--- src/rtl/imm_pkg.sv ---
// Shared definitions for the immediate-extension pipeline: the immsrc format
// encoding and the default datapath width.
package imm_pkg;

  localparam int XLEN_DEFAULT = 32;

  typedef enum logic [2:0] {
    IMM_I     = 3'b000,
    IMM_S     = 3'b001,
    IMM_B     = 3'b010,
    IMM_J     = 3'b011,
    IMM_U     = 3'b100,
    IMM_SHAMT = 3'b101
  } immsrc_e;

endpackage

--- src/rtl/imm_stage.sv ---
// One pipeline slice: a valid bit plus a data word, updated only when the
// slice's load enable is high. Loading an empty upstream slot turns this
// slice into a bubble; the data word is left alone in that case.
module imm_stage #(
  parameter int W = 33
) (
  input  logic         clk,
  input  logic         reset_n,
  input  logic         load,
  input  logic         in_valid,
  input  logic [W-1:0] in_data,
  output logic         out_valid,
  output logic [W-1:0] out_data
);

  // Capture the upstream slot when enabled; reset empties the slice and zeroes its data
  always_ff @(posedge clk or negedge reset_n) begin
    if (!reset_n) begin
      out_valid <= 1'b0;
      out_data  <= '0;
    end else if (load) begin
      out_valid <= in_valid;
      if (in_valid) begin
        out_data <= in_data;
      end
    end
  end

endmodule

--- src/rtl/imm_extend_pipe.sv ---
// Immediate decode/extend for RV32/RV64 instruction words, followed by a
// DEPTH-deep elastic register pipeline.
// Optional feature macro: IMMEXT_ERRCNT_EN adds err_count, a saturating
// count of illegal-format results handed downstream.
//
// Handshake: a transfer happens on a rising edge where valid && ready are
// both high on that side. in_ready may depend combinationally on out_ready;
// out_valid/immext/illegal come straight from registers and stay stable
// while out_valid && !out_ready.
module imm_extend_pipe
  import imm_pkg::*;
#(
  parameter int XLEN  = XLEN_DEFAULT,
  parameter int DEPTH = 1
) (
  input  logic            clk,
  input  logic            reset_n,
  input  logic            in_valid,
  output logic            in_ready,
  input  logic [24:0]     instr,
  input  logic [2:0]      immsrc,
  output logic            out_valid,
  input  logic            out_ready,
  output logic [XLEN-1:0] immext,
  output logic            illegal
`ifdef IMMEXT_ERRCNT_EN
  ,
  output logic [7:0]      err_count
`endif
);

  // The port carries instruction bits [31:7]; B shifts architectural bit
  // numbers onto port indices so the decode below reads like the ISA manual.
  localparam int B = 7;
  localparam int W = XLEN + 1;

  logic [31:0]     imm32;
  logic [XLEN-1:0] imm;
  logic            ill;
  logic            sext;

  // Decode the selected format into a 32-bit immediate, then widen to XLEN
  always_comb begin
    imm32 = '0;
    ill   = 1'b0;
    sext  = 1'b1;
    case (immsrc_e'(immsrc))
      IMM_I: imm32 = {{20{instr[31-B]}}, instr[31-B:20-B]};
      IMM_S: imm32 = {{20{instr[31-B]}}, instr[31-B:25-B], instr[11-B:7-B]};
      IMM_B: imm32 = {{19{instr[31-B]}}, instr[31-B], instr[7-B],
                      instr[30-B:25-B], instr[11-B:8-B], 1'b0};
      IMM_J: imm32 = {{11{instr[31-B]}}, instr[31-B], instr[19-B:12-B],
                      instr[20-B], instr[30-B:21-B], 1'b0};
      IMM_U: imm32 = {instr[31-B:12-B], 12'b0};
      IMM_SHAMT: begin
        sext = 1'b0;
        if (XLEN == 64) begin
          imm32 = {26'b0, instr[25-B:20-B]};
        end else begin
          imm32 = {27'b0, instr[24-B:20-B]};
        end
      end
      default: begin
        sext = 1'b0;
        ill  = 1'b1;
      end
    endcase
    // Upper bits replicate instruction bit 31 for signed formats, zero otherwise
    imm        = {XLEN{sext & instr[31-B]}};
    imm[31:0]  = imm32;
  end

  // Slot 0 is the combinational decode; slot k is the output of stage k
  logic [DEPTH:0] vld;
  logic [W-1:0]   dat [DEPTH+1];
  logic [DEPTH-1:0] ld;

  assign vld[0] = in_valid;
  assign dat[0] = {ill, imm};

  // A stage may load when it or any stage downstream of it is empty, or the
  // output side is draining this cycle: that is exactly "empty, or its
  // contents move on in the same cycle", without a ripple through ld.
  for (genvar i = 0; i < DEPTH; i++) begin : g_stage
    assign ld[i] = out_ready || !(&vld[DEPTH:i+1]);

    imm_stage #(.W(W)) u_stage (
      .clk       (clk),
      .reset_n   (reset_n),
      .load      (ld[i]),
      .in_valid  (vld[i]),
      .in_data   (dat[i]),
      .out_valid (vld[i+1]),
      .out_data  (dat[i+1])
    );
  end

  assign in_ready          = ld[0];
  assign out_valid         = vld[DEPTH];
  assign {illegal, immext} = dat[DEPTH];

`ifdef IMMEXT_ERRCNT_EN
  // Count illegal results as they are handed downstream, saturating at 255
  always_ff @(posedge clk or negedge reset_n) begin
    if (!reset_n) begin
      err_count <= 8'd0;
    end else if (out_valid && out_ready && illegal && (err_count != 8'hFF)) begin
      err_count <= err_count + 8'd1;
    end
  end
`endif

endmodule
--- config.mk ---
export PLATFORM = sky130hd
export DESIGN_NAME = imm_extend_pipe
export DESIGN_NICKNAME = d
export VERILOG_FILES = /design/src/rtl/imm_pkg.sv /design/src/rtl/imm_stage.sv /design/src/rtl/imm_extend_pipe.sv
export SDC_FILE = /design/constraint.sdc
export NUM_CORES = 1
export LEC_CHECK = 0
export ABC_AREA = 1
export CAP_MARGIN = 15
export CORE_ASPECT_RATIO = 1.25
export CORE_MARGIN = 3
export CORE_UTILIZATION = 40
export DETAILED_ROUTE_END_ITERATION = 7
export PLACE_DENSITY = 0.83
export SYNTH_ARGS = -nofsm -noshare
export SYNTH_HDL_FRONTEND = slang
export SYNTH_SLANG_ARGS = --single-unit
--- constraint.sdc ---
create_clock -name clk -period 1.8 [get_ports clk]
set_clock_uncertainty 0.05 [all_clocks]
set_input_delay 0.36 -clock clk [delete_from_list [all_inputs] [get_ports clk]]
set_output_delay 0.36 -clock clk [all_outputs]
set_load 0.01 [all_outputs]
; Word level (Yosys, flattened, before mapping)
; Index checks and enable logic that the tools add are counted.
[op_classes]
n_addsub = 0
multipliers = 0
n_div = 0
magnitude_cmp = 0
eq_ne = 5
shifts = 0
mux = 2
n_bitwise = 0
reduce_logical = 5
[ops]
columns = op, count
row1 = 32-bit one-hot mux with 6 select lines, 1
row2 = "3-bit by 2-bit == test with 1-bit output, second input constant", 2
row3 = "3-bit == test, second input constant", 2
row4 = 6-bit OR reduction, 1
row5 = "3-bit by 1-bit == test with 1-bit output, second input constant", 1
row6 = 3-bit zero test, 1
row7 = 2-bit AND reduction, 1
row8 = 1-bit zero test, 1
row9 = 1-bit logical OR, 1
row10 = 1-bit two-way mux, 1
[totals]
reg_bits = 34
latch_bits = 0
ram_bits = 0
romBits = 0
in_bits = 32
out_inout_bits = 35
wordCells = 14
memories = 0

; Depth between registers and ports, before layout
[depth]
depth_word = 3
ltp_mapped = 7
depth_no_buf = 7

; By module
; A second synthesis with hierarchy kept.
[unflattened]
hier_cells = 234
hier_area_um2 = 1764.2
[by_module_without_submodules]
columns = mod, instances, cells_each, area_each_um2, seq_area_each_um2
row1 = imm_stage, 1, 147, 1390.1, 850.8
row2 = imm_extend_pipe, 1, 87, 374.1, 0.0

; Least setup slack after synthesis
; OpenSTA, ideal clock, no wires.
[synth_path]
path_type = reg-to-reg
from = register g_stage[0].u_stage.out_valid
to = register g_stage[0].u_stage.out_data[10]
setup_time_ns = 0.095
t_arrival_ns = 1.057
t_required_ns = 1.655
slack_ns = 0.597
path_stages_with_launch = 6
n_path_buf = 1
period_less_slack_ns = 1.203
path_cell_list = dfrtp_1 -> nand2_1 -> nand2_2 -> buf_2 -> nand2_1 -> o31ai_1
[synth_between]
elab_chain_len = 3
[synth_rtl]
columns = element, line_no
row1 = start: declaration, imm_stage.sv:12  ; output logic out_valid,
row2 = start signal: assignment, imm_stage.sv:22  ; out_valid <= in_valid;
row3 = 1-bit zero test, imm_extend_pipe.sv:85  ; assign ld[i] = out_ready || !(&vld[DEPTH:i+1]);
row4 = 1-bit logical OR, imm_extend_pipe.sv:85
row5 = net in_ready, imm_extend_pipe.sv:19  ; output logic in_ready,
row6 = 2-bit AND reduction (no source line), -
row7 = end signal: assignment, imm_stage.sv:24  ; out_data <= in_data;
row8 = end: declaration, imm_stage.sv:13  ; output logic [W-1:0] out_data
; The timed path passes the listed nets, and every way through them passes these cells.
; A chain may end at the register's enable or synchronous reset.

; Final worst setup path
[layout_path]
from = register g_stage[0].u_stage.out_valid
to = output out_valid
[layout_lines]
columns = element, line_no
row1 = end: declaration, imm_extend_pipe.sv:22  ; output logic out_valid,
; No word-level cell between the ends.

==> flow_summary.toml <==
[worst_setup_path]
r2r_start = "g_stage[0].u_stage.out_valid"
critPathMaxFanout = 3
r2r_end = "g_stage[0].u_stage.out_data[5]"
path_class = "reg2out"
worst_path_max_delay_cell = "clkdlybuf4s50_1"
start_kind = "flip-flop"
arrival_ns = 1.25
r2r_cells = 5
rrSetupSlack_ns = 0.55
timing.critical_path.max_delay_family = "buffers and inverters"
critPathCaptureType = "output port"
cpPeakStageDelay_ns = 0.56
critPathBufInv = 1
required_ns = 1.39
crit_chain = "clkdlybuf4s50_1"

[placed_design]
place_inst = 334
io_buffers = 66
hpwl_um = 3057
gp_congestion = 0.8237

[pwr]
power.leakage_nw = 1.285
switching_share = 0.2550
intPower_mw = 1.605
seq_power_share = 0.424
comb_power_share = 0.257
power_mw = 2.155
power_switching_mw = 0.5496
clockPowerShare = 0.320
powerDensity_nw_per_um2 = 857.3
ir_worst_vdd_v = 0.0004611

[cts]
clock_latency_ns = 0.28
htreeDepth = 2
clk_pin_slew_ns = 0.06
clockBufferDepth = 2
clockRootBuffer = "clkbuf_8"
tritoncts = "built"
cts_buffers = 5
postCtsSetupBuffers = 0
cts_resized = 1
ctsHoldBuffers = 0
cts_sinks = 34

[job]
max_cap_violations = 0

[synth]
synth_top_area_frac = 0.5191
ys_seq_area_frac = 0.5191
synth.area.top_cells = "dfrtp_1, nand2_1, nand3_1"
synth-edff-count = 0
netlist_instances = 213
synthesis.nets = 245
avgSynthCellArea_um2 = 7.695
yosysWarnings = 0
ys_types = 20
yosysTopAreaCell = "dfrtp_1"
synthTopCellsByCount = "nand2_1, dfrtp_1, nand3_1, inv_1, o21ai_0"
synthesis.area_um2 = 1639
async_reset_ff_frac = 1.000
synth.most_common_cell = "nand2_1"
ys_ff_latch = 34
synth-main-ff-cell = "dfrtp_1"

[timing]
setup_tns_ns = 0
fmax_ghz = 0.6017
maxSlewViolCount = 0
period_share = 0.9234
rsz0062_at_grt = "no"
setup_viol = 0
tightest_slew_ns = 0.4204
min_period_ns = 1.662
relSlewSlack = 0.7197
hold_violations = 0

[floorplanning]
rows = 25
dieArea_um2 = 4907
dieWidth_um = 63.26
initial_utilization = 0.4260
ios = 67
die_h_um = 77.57
core-area_um2 = 3847

[finish]
final_cells = 341
diodes = 0
drive_above_1_share = 0.09408
final_nets = 319
syn2layout_area_growth_pct = 53.36
final_core_util = 0.6533

[global_routing]
grt_pass1_wl_um = 7038
antenna_found_initial = 0
grt_start_max_net_pins = 38
overflow = 0
first_global_vias = 1513
grt_usage = 0.1787

[drt]
avgViaCountPerCell = 4.663
initialDrtViolationCount = 53
routedWlPerCell_um = 11.88
drcViolationCount = 0
wirelength_um = 4052
dr_total_vias = 1590
drt.antenna.violating_nets = 0
drt_pass1_iterations = 4

[run_status]
status = "finished clean"

[worst_hold_path]
hold_class = "in2async"
cells by family after synthesis:
family / share of synthesized area
and+or+nand+nor: 0.3489
DFF: 0.5191
buffers and inverters: 0.05496
AOI/OAI and AO/OA: 0.07710
metal layers:
layer / GRT usage / routed length, um / vias to the layer above
met5: 0 / 0 / -
met4: 0.06048 / 91 / 0
li1: - / - / 819
met2: 0.3031 / 1991 / 49
met1: 0.2247 / 1777 / 712
met3: 0.03907 / 192 / 10
through the flow:
step | hold WS [ns] | cell area, um2 | setup WS [ns]
3_3_place_gp | 0.4124 | 2402 | -0.06019
6_report | 0.4265 | 2514 | 0.1379
4_1_cts | 0.4343 | 2514 | 0.1228
2_1_floorplan | 0.01441 | 1639 | 0.5970
3_5_place_dp | 0.4136 | 2402 | -0.07274
5_1_grt | 0.4494 | 2514 | 0.09722
power by group through the flow:
stage	Sequential, mW	Combinational, mW	Clock, mW
finish	0.913	0.553	0.689
global placement	0.924	0.551	0
floorplan	0.968	0.174	0
detailed placement	0.925	0.558	0
global route	0.925	0.609	0.734
CTS	0.914	0.560	0.705
cells in the final DEF, fill, tap and decap left out:
cell	netlist	final
inv_1	11	11
buf_4	1	7
nand2_4	1	1
nor2_1	3	3
clkdlybuf4s50_1	0	65
o22ai_1	1	1
nand4_1	1	1
bufinv_16	0	1
dfrtp_1	34	34
o21ai_0	8	8
nand3_1	14	14
inv_2	3	3
dlygate4sd2_1	0	1
nor2_4	1	1
nor2_2	1	1
o31ai_1	6	6
a31oi_1	1	1
buf_12	0	1
o21ai_1	1	1
a21oi_4	1	1
nand2_1	113	113
o21a_1	1	1
nand2_2	5	5
clkbuf_8	0	6
flip-flops by register name (all words and copies together) (netlist names):
name / cells
g_stage.u_stage.out_data: 33
g_stage.u_stage.out_valid: 1
worst max path at each step:
stage,slack (ns),from,to,cells past startpoint
3_3_place_gp,-0.06,out_ready,in_ready,4
6_report,0.14,g_stage[0].u_stage.out_valid,out_valid,1
3_5_place_dp,-0.07,out_ready,in_ready,4
4_1_cts,0.12,g_stage[0].u_stage.out_valid,out_valid,1
2_1_floorplan,0.60,g_stage[0].u_stage.out_valid,g_stage[0].u_stage.out_data[10],5
5_1_grt,0.1,g_stage[0].u_stage.out_valid,out_valid,1
final cells by class:
cell class | count | area [um2]
Timing Repair Buffer | 74 | 732.0
Clock buffer | 6 | 82.58
Multi-Input combinational cell | 158 | 698.2
Fill cell | 352 | 1334
Inverter | 14 | 52.55
Tap cell | 54 | 67.56
Sequential cell | 34 | 850.8
Clock inverter | 1 | 30.03
Note: power is estimated with default switching activity, not from simulation.
